**src/rtl/axis_burst_tx_pkg.sv**
```systemverilog
// Shared defaults and packetizer state encoding for axis_burst_tx.
package axis_burst_tx_pkg;

  localparam int DATA_WIDTH_DEF = 32;
  localparam int DEPTH_DEF      = 16;
  localparam int ADDR_WIDTH_DEF = 4;
  localparam int LEN_WIDTH_DEF  = 12;

  typedef enum logic {
    ST_IDLE   = 1'b0,
    ST_ACTIVE = 1'b1
  } state_t;

endpackage

```
**src/rtl/sync_fifo.sv**
```systemverilog
// Single-clock FIFO with head-of-queue read data and occupancy count.
// Writes while full are dropped even when a read frees a slot in the same cycle.
module sync_fifo #(
  parameter int DATA_WIDTH = 32,
  parameter int DEPTH      = 16,
  parameter int ADDR_WIDTH = 4
) (
  input  logic                  clk_i,
  input  logic                  rst_ni,
  input  logic                  wr_en_i,
  input  logic [DATA_WIDTH-1:0] wr_data_i,
  input  logic                  rd_en_i,
  output logic [DATA_WIDTH-1:0] rd_data_o,
  output logic [ADDR_WIDTH:0]   count_o,
  output logic                  full_o,
  output logic                  empty_o
);

  logic [DATA_WIDTH-1:0] mem_q [DEPTH];
  logic [ADDR_WIDTH-1:0] wr_ptr_q;
  logic [ADDR_WIDTH-1:0] rd_ptr_q;
  logic [ADDR_WIDTH:0]   count_q;
  logic                  wr_acc;
  logic                  rd_acc;

  assign full_o    = (count_q == (ADDR_WIDTH+1)'(DEPTH));
  assign empty_o   = (count_q == '0);
  assign wr_acc    = wr_en_i & ~full_o;
  assign rd_acc    = rd_en_i & ~empty_o;
  assign rd_data_o = mem_q[rd_ptr_q];
  assign count_o   = count_q;

  // Pointers wrap naturally because DEPTH is a power of two.
  always_ff @(posedge clk_i) begin
    if (!rst_ni) begin
      wr_ptr_q <= '0;
      rd_ptr_q <= '0;
      count_q  <= '0;
    end else begin
      if (wr_acc) wr_ptr_q <= wr_ptr_q + ADDR_WIDTH'(1);
      if (rd_acc) rd_ptr_q <= rd_ptr_q + ADDR_WIDTH'(1);
      case ({wr_acc, rd_acc})
        2'b10:   count_q <= count_q + (ADDR_WIDTH+1)'(1);
        2'b01:   count_q <= count_q - (ADDR_WIDTH+1)'(1);
        default: count_q <= count_q;
      endcase
    end
  end

  always_ff @(posedge clk_i) begin
    if (wr_acc) mem_q[wr_ptr_q] <= wr_data_i;
  end

endmodule

```
**src/rtl/axis_burst_tx.sv**
```systemverilog
// Buffers words and streams them as AXI-Stream packets of pkt_len beats (0 treated as 1).
// tvalid follows buffer occupancy; tdata is the FIFO head and holds under backpressure.
module axis_burst_tx
  import axis_burst_tx_pkg::*;
#(
  parameter int DATA_WIDTH = DATA_WIDTH_DEF,
  parameter int DEPTH      = DEPTH_DEF,
  parameter int ADDR_WIDTH = ADDR_WIDTH_DEF,
  parameter int LEN_WIDTH  = LEN_WIDTH_DEF
) (
  input  logic                    m01_axis_aclk,
  input  logic                    m01_axis_aresetn,
  input  logic                    wr_en,
  input  logic [DATA_WIDTH-1:0]   wr_data,
  output logic                    wr_full,
  input  logic [LEN_WIDTH-1:0]    pkt_len,
  input  logic                    m01_axis_tready,
  output logic [DATA_WIDTH-1:0]   m01_axis_tdata,
  output logic [DATA_WIDTH/8-1:0] m01_axis_tstrb,
  output logic                    m01_axis_tvalid,
  output logic                    m01_axis_tlast,
  output logic [ADDR_WIDTH:0]     fifo_count,
  output logic                    pkt_done
);

  localparam int STRB_W = DATA_WIDTH / 8;

  state_t               state_q, state_d;
  logic [LEN_WIDTH-1:0] len_q, len_d;
  logic [LEN_WIDTH-1:0] beat_cnt_q, beat_cnt_d;
  logic                 pkt_done_q, pkt_done_d;

  logic                 fifo_full;
  logic                 fifo_empty;
  logic                 hs;
  logic                 last_term;
  logic [LEN_WIDTH-1:0] eff_len;

  sync_fifo #(
    .DATA_WIDTH (DATA_WIDTH),
    .DEPTH      (DEPTH),
    .ADDR_WIDTH (ADDR_WIDTH)
  ) u_fifo (
    .clk_i     (m01_axis_aclk),
    .rst_ni    (m01_axis_aresetn),
    .wr_en_i   (wr_en),
    .wr_data_i (wr_data),
    .rd_en_i   (hs),
    .rd_data_o (m01_axis_tdata),
    .count_o   (fifo_count),
    .full_o    (fifo_full),
    .empty_o   (fifo_empty)
  );

  // Outputs are gated by reset so they read zero before the first reset edge.
  assign m01_axis_tvalid = m01_axis_aresetn & ~fifo_empty;
  assign wr_full         = m01_axis_aresetn & fifo_full;
  assign m01_axis_tstrb  = {STRB_W{m01_axis_tvalid}};
  assign hs              = m01_axis_tvalid & m01_axis_tready;
  assign eff_len         = (pkt_len == '0) ? LEN_WIDTH'(1) : pkt_len;
  assign last_term       = (state_q == ST_IDLE) ? (eff_len == LEN_WIDTH'(1))
                                                : (beat_cnt_q == len_q - LEN_WIDTH'(1));
  assign m01_axis_tlast  = m01_axis_tvalid & last_term;
  assign pkt_done        = pkt_done_q;

  always_ff @(posedge m01_axis_aclk) begin
    if (!m01_axis_aresetn) begin
      state_q    <= ST_IDLE;
      len_q      <= '0;
      beat_cnt_q <= '0;
      pkt_done_q <= 1'b0;
    end else begin
      state_q    <= state_d;
      len_q      <= len_d;
      beat_cnt_q <= beat_cnt_d;
      pkt_done_q <= pkt_done_d;
    end
  end

  always_comb begin
    state_d    = state_q;
    len_d      = len_q;
    beat_cnt_d = beat_cnt_q;
    pkt_done_d = hs & last_term;
    case (state_q)
      ST_IDLE: begin
        if (hs) begin
          len_d = eff_len;
          if (eff_len == LEN_WIDTH'(1)) begin
            beat_cnt_d = '0;
          end else begin
            beat_cnt_d = LEN_WIDTH'(1);
            state_d    = ST_ACTIVE;
          end
        end
      end
      ST_ACTIVE: begin
        // An empty buffer simply produces no handshake, so the packet stalls in place.
        if (hs) begin
          beat_cnt_d = beat_cnt_q + LEN_WIDTH'(1);
          if (beat_cnt_q == len_q - LEN_WIDTH'(1)) state_d = ST_IDLE;
        end
      end
      default: state_d = ST_IDLE;
    endcase
  end

endmodule

```
**config.mk**
```make
export PLATFORM = sky130hd
export DESIGN_NAME = axis_burst_tx
export DESIGN_NICKNAME = d
export VERILOG_FILES = /design/src/rtl/axis_burst_tx_pkg.sv /design/src/rtl/sync_fifo.sv /design/src/rtl/axis_burst_tx.sv
export SDC_FILE = /design/constraint.sdc
export NUM_CORES = 1
export LEC_CHECK = 0
export CAP_MARGIN = 15
export CORE_ASPECT_RATIO = 0.5
export CORE_MARGIN = 10
export CORE_UTILIZATION = 54
export CTS_CLUSTER_DIAMETER = 50
export CTS_CLUSTER_SIZE = 20
export DETAILED_ROUTE_END_ITERATION = 7
export PLACE_DENSITY = 0.79
export SYNTH_ARGS = -nofsm -noshare
export SYNTH_HDL_FRONTEND = slang
export SYNTH_SLANG_ARGS = --single-unit
```
**constraint.sdc**
```tcl
create_clock -name m01_axis_aclk -period 3.7 [get_ports m01_axis_aclk]
set_input_delay 0.37 -clock m01_axis_aclk [delete_from_list [all_inputs] [get_ports m01_axis_aclk]]
set_output_delay 0.37 -clock m01_axis_aclk [all_outputs]
set_load 0.02 [all_outputs]
```
==> reports/results.ini <==
[grt]
grt-busiest-layer=met2
grt_pass1_vias=11300
grt_max_degree=61
grt_overflow=0
grt_pass1_wl_mm=72.8
antenna_found_initial=0
grt_usage_pct=19.9
grt_use_met1_pct=26.5
gr-usage-met3_pct=3.84
grt_use_met2_pct=33.8

[floorplanning]
row_count=51
die_h_um=161
die_width_um=303
dieArea_mm2=0.0489
core_mm2=0.0392
start_util_pct=55.1
ioPinCount=93

[setup_path]
crit_type=register to output port
worst_ep_arrival_time_ns=3.19
worstSetupStartpointType=register
end_kind=output port
required_ns=3.33
critPathMaxFanout=16
cp_common_cell=mux4_2
cp_top_family=multiplexers
path_cells=buf_4 > mux4_2 > mux4_2 > clkdlybuf4s50_1
critPathMaxStageDelay_ns=0.58
path_buf_inv=2
cp_slowest_cell=clkdlybuf4s50_1
r2r-start=u_fifo.count_o[1]$_SDFFE_PN0P_

[hold_path]
holdCritPathClass=input port to register
hp-start=pkt_len[1]

[synthesis]
yosysSeqAreaShare_pct=75.2
synth.distinct_cells=52
syn-instance-count=1017
yosysWarnings=0
synth.avg_cell_area_um2=21.2
synth_edf_count=512
ys_async_sr_fraction_pct=0
netlist_area_mm2=0.0216
ys_ff_latch=555
synth_ff_type=edfxtp_1
syn-num-nets=1075

[sta]
slew-limit-headroom_pct=52.5
min_period_ns=3.56
slew_violations=0
period_share_pct=96.1
rsz0062_at_grt=false
tightest_slew_ns=0.712
finalSetupTns_ns=0
fin_skew_ns=0.0284
setup_viol=0
fmaxAchievable_ghz=0.281
hold_viol=0

[detailed_routing]
wirelength_mm=48.4
detail_route.wl_per_cell_um=29.0
ant_nets=0
drcViolationCount=0
avgViaCountPerCell=6.41
dr.first_iter.drc_count=1421
vias=10700
firstDrtPassIters=5

[placed_design]
gp_congestion=0.807
io_buffers=92
dp_hpwl_mm=25.3

[power_and_ir_drop]
p_leak_uw=0.00740
total_power_uw=12500
power.density_mw_per_mm2=509
ir_drop_uv=335

[clocking]
cts.sinks=555
clkLatencyLatePin_ns=0.54
clockBufferDepth=3
path_clk_slew_ns=0.08
post_cts_buffers=0
ctsHtreeMaxLevel=2
root_buffer=clkbuf_16
cts_tree=built
numCtsBuffers=35

[final_layout]
mostFrequentLayoutCells=edfxtp_1 (512), mux4_2 (160), clkdlybuf4s50_1 (91)
area_delta_synth_final_pct=13.3
nets=1183
finalCoreUtilization_pct=62.5
antenna_cells=0
final_common_cell=edfxtp_1
layout-drive-gt1-share_pct=23.5
fillers=2562

[flow_run]
max-cap-violations=0

[outcome]
status=finished clean

==> power breakdown <==
| group | total, uW | switching, uW | internal, uW |
|---|---|---|---|
| Combinational | 1560 | 782 | 780 |
| Sequential | 7060 | 104 | 6950 |
| Clock | 3850 | 2020 | 1830 |
==> worst register-to-register path, stage by stage (launching register included) <==
cell and delay (ns):
dfxtp_1 0.40, or4_1 0.56, o21a_2 0.27, nand2_4 0.11, inv_4 0.10, ha_1 0.34
xor2_1 0.19, ha_1 0.23, nand2_1 0.08, a221oi_1 0.09, a211oi_1 0.29, nand3_2 0.10
xnor2_1 0.13, and2_1 0.15
==> layer usage <==
metal  wire length [um]  share of wire (%)
met2              24700                 51
met1              18500                 38
met5                  0                  0
met3               4190                8.7
met4               1050                2.2
==> path summary, 6_finish.rpt <==
| check | end | slack, ns | cells after the start |
|---|---|---|---|
| setup reg to reg | u_fifo.count_o[4]$_SDFFE_PN0P_ | 0.57 | 13 |
| hold / removal | len_q[1]$_SDFFE_PN0P_ | 0.44 | 3 |
| setup / recovery | m01_axis_tdata[4] | 0.14 | 4 |
| hold reg to reg | len_q[8]$_SDFFE_PN0P_ | 0.50 | 2 |
==> through the flow <==
| stage | hold WS [ns] | worst slack (ns) | cells | area (um^2) |
|---|---|---|---|---|
| 2_1_floorplan | 0.461 | 0.342 | 1017 | 21600 |
| 3_3_place_gp | 0.475 | 0.465 | 1616 | 23500 |
| 3_5_place_dp | 0.491 | 0.287 | 1616 | 23500 |
| 4_1_cts | 0.424 | 0.0718 | 1666 | 24500 |
| 5_1_grt | 0.463 | 0.0208 | 1668 | 24500 |
| 6_report | 0.444 | 0.144 | 1668 | 24500 |
==> kinds of logic (layout without fill, tap and decap cells) <==
family	count (synthesis)	count (layout)	share of synthesized area, %
adders and majority gates	10	10	0.579
muxes	165	165	16.9
and+or+nand+nor	139	139	3.30
buffers and inverters	65	186	1.32
DFF	555	555	75.2
xor gates and xnor gates	32	32	1.30
AOI/OAI and AO/OA	51	51	1.43
==> Yosys cell counts, types with 9 or more instances <==
library cell | number | share of area, %
nor3_1 | 11 | 0.25
nor2_1 | 24 | 0.42
clkbuf_1 | 33 | 0.57
xnor2_1 | 17 | 0.69
inv_1 | 9 | 0.16
xor2_1 | 15 | 0.61
nand2_1 | 41 | 0.71
buf_1 | 9 | 0.16
edfxtp_1 | 512 | 71
ha_1 | 10 | 0.58
dfxtp_1 | 43 | 4.0
o21ai_0 | 24 | 0.56
mux4_2 | 160 | 17
and2_1 | 11 | 0.32
==> final cells by class <==
class | instances | area, um^2 | area share, %
clock inverter | 7 | 81.3 | 0.332
timing repair buffer | 126 | 1290 | 5.28
inverter | 10 | 40.0 | 0.164
sequential | 555 | 16200 | 66.4
clock buffer | 43 | 937 | 3.83
multi-input combinational | 397 | 5220 | 21.3
tap | 530 | 663 | 2.71
==> flip-flops by register name, indices dropped and copies added (netlist names), named ones only <==
name             cells
u_fifo.mem_q       512
u_fifo.count_o       5
u_fifo.wr_ptr_q      4
len_q               12
u_fifo.rd_ptr_q      4
state_q              1
beat_cnt_q          12
pkt_done             1
==> what timing repair did <==
item                       CTS  global route
resized for setup            2             4
setup endpoints to repair    1             1
hold buffers                 0             0
No activity file was read; power rests on OpenSTA's default activity.
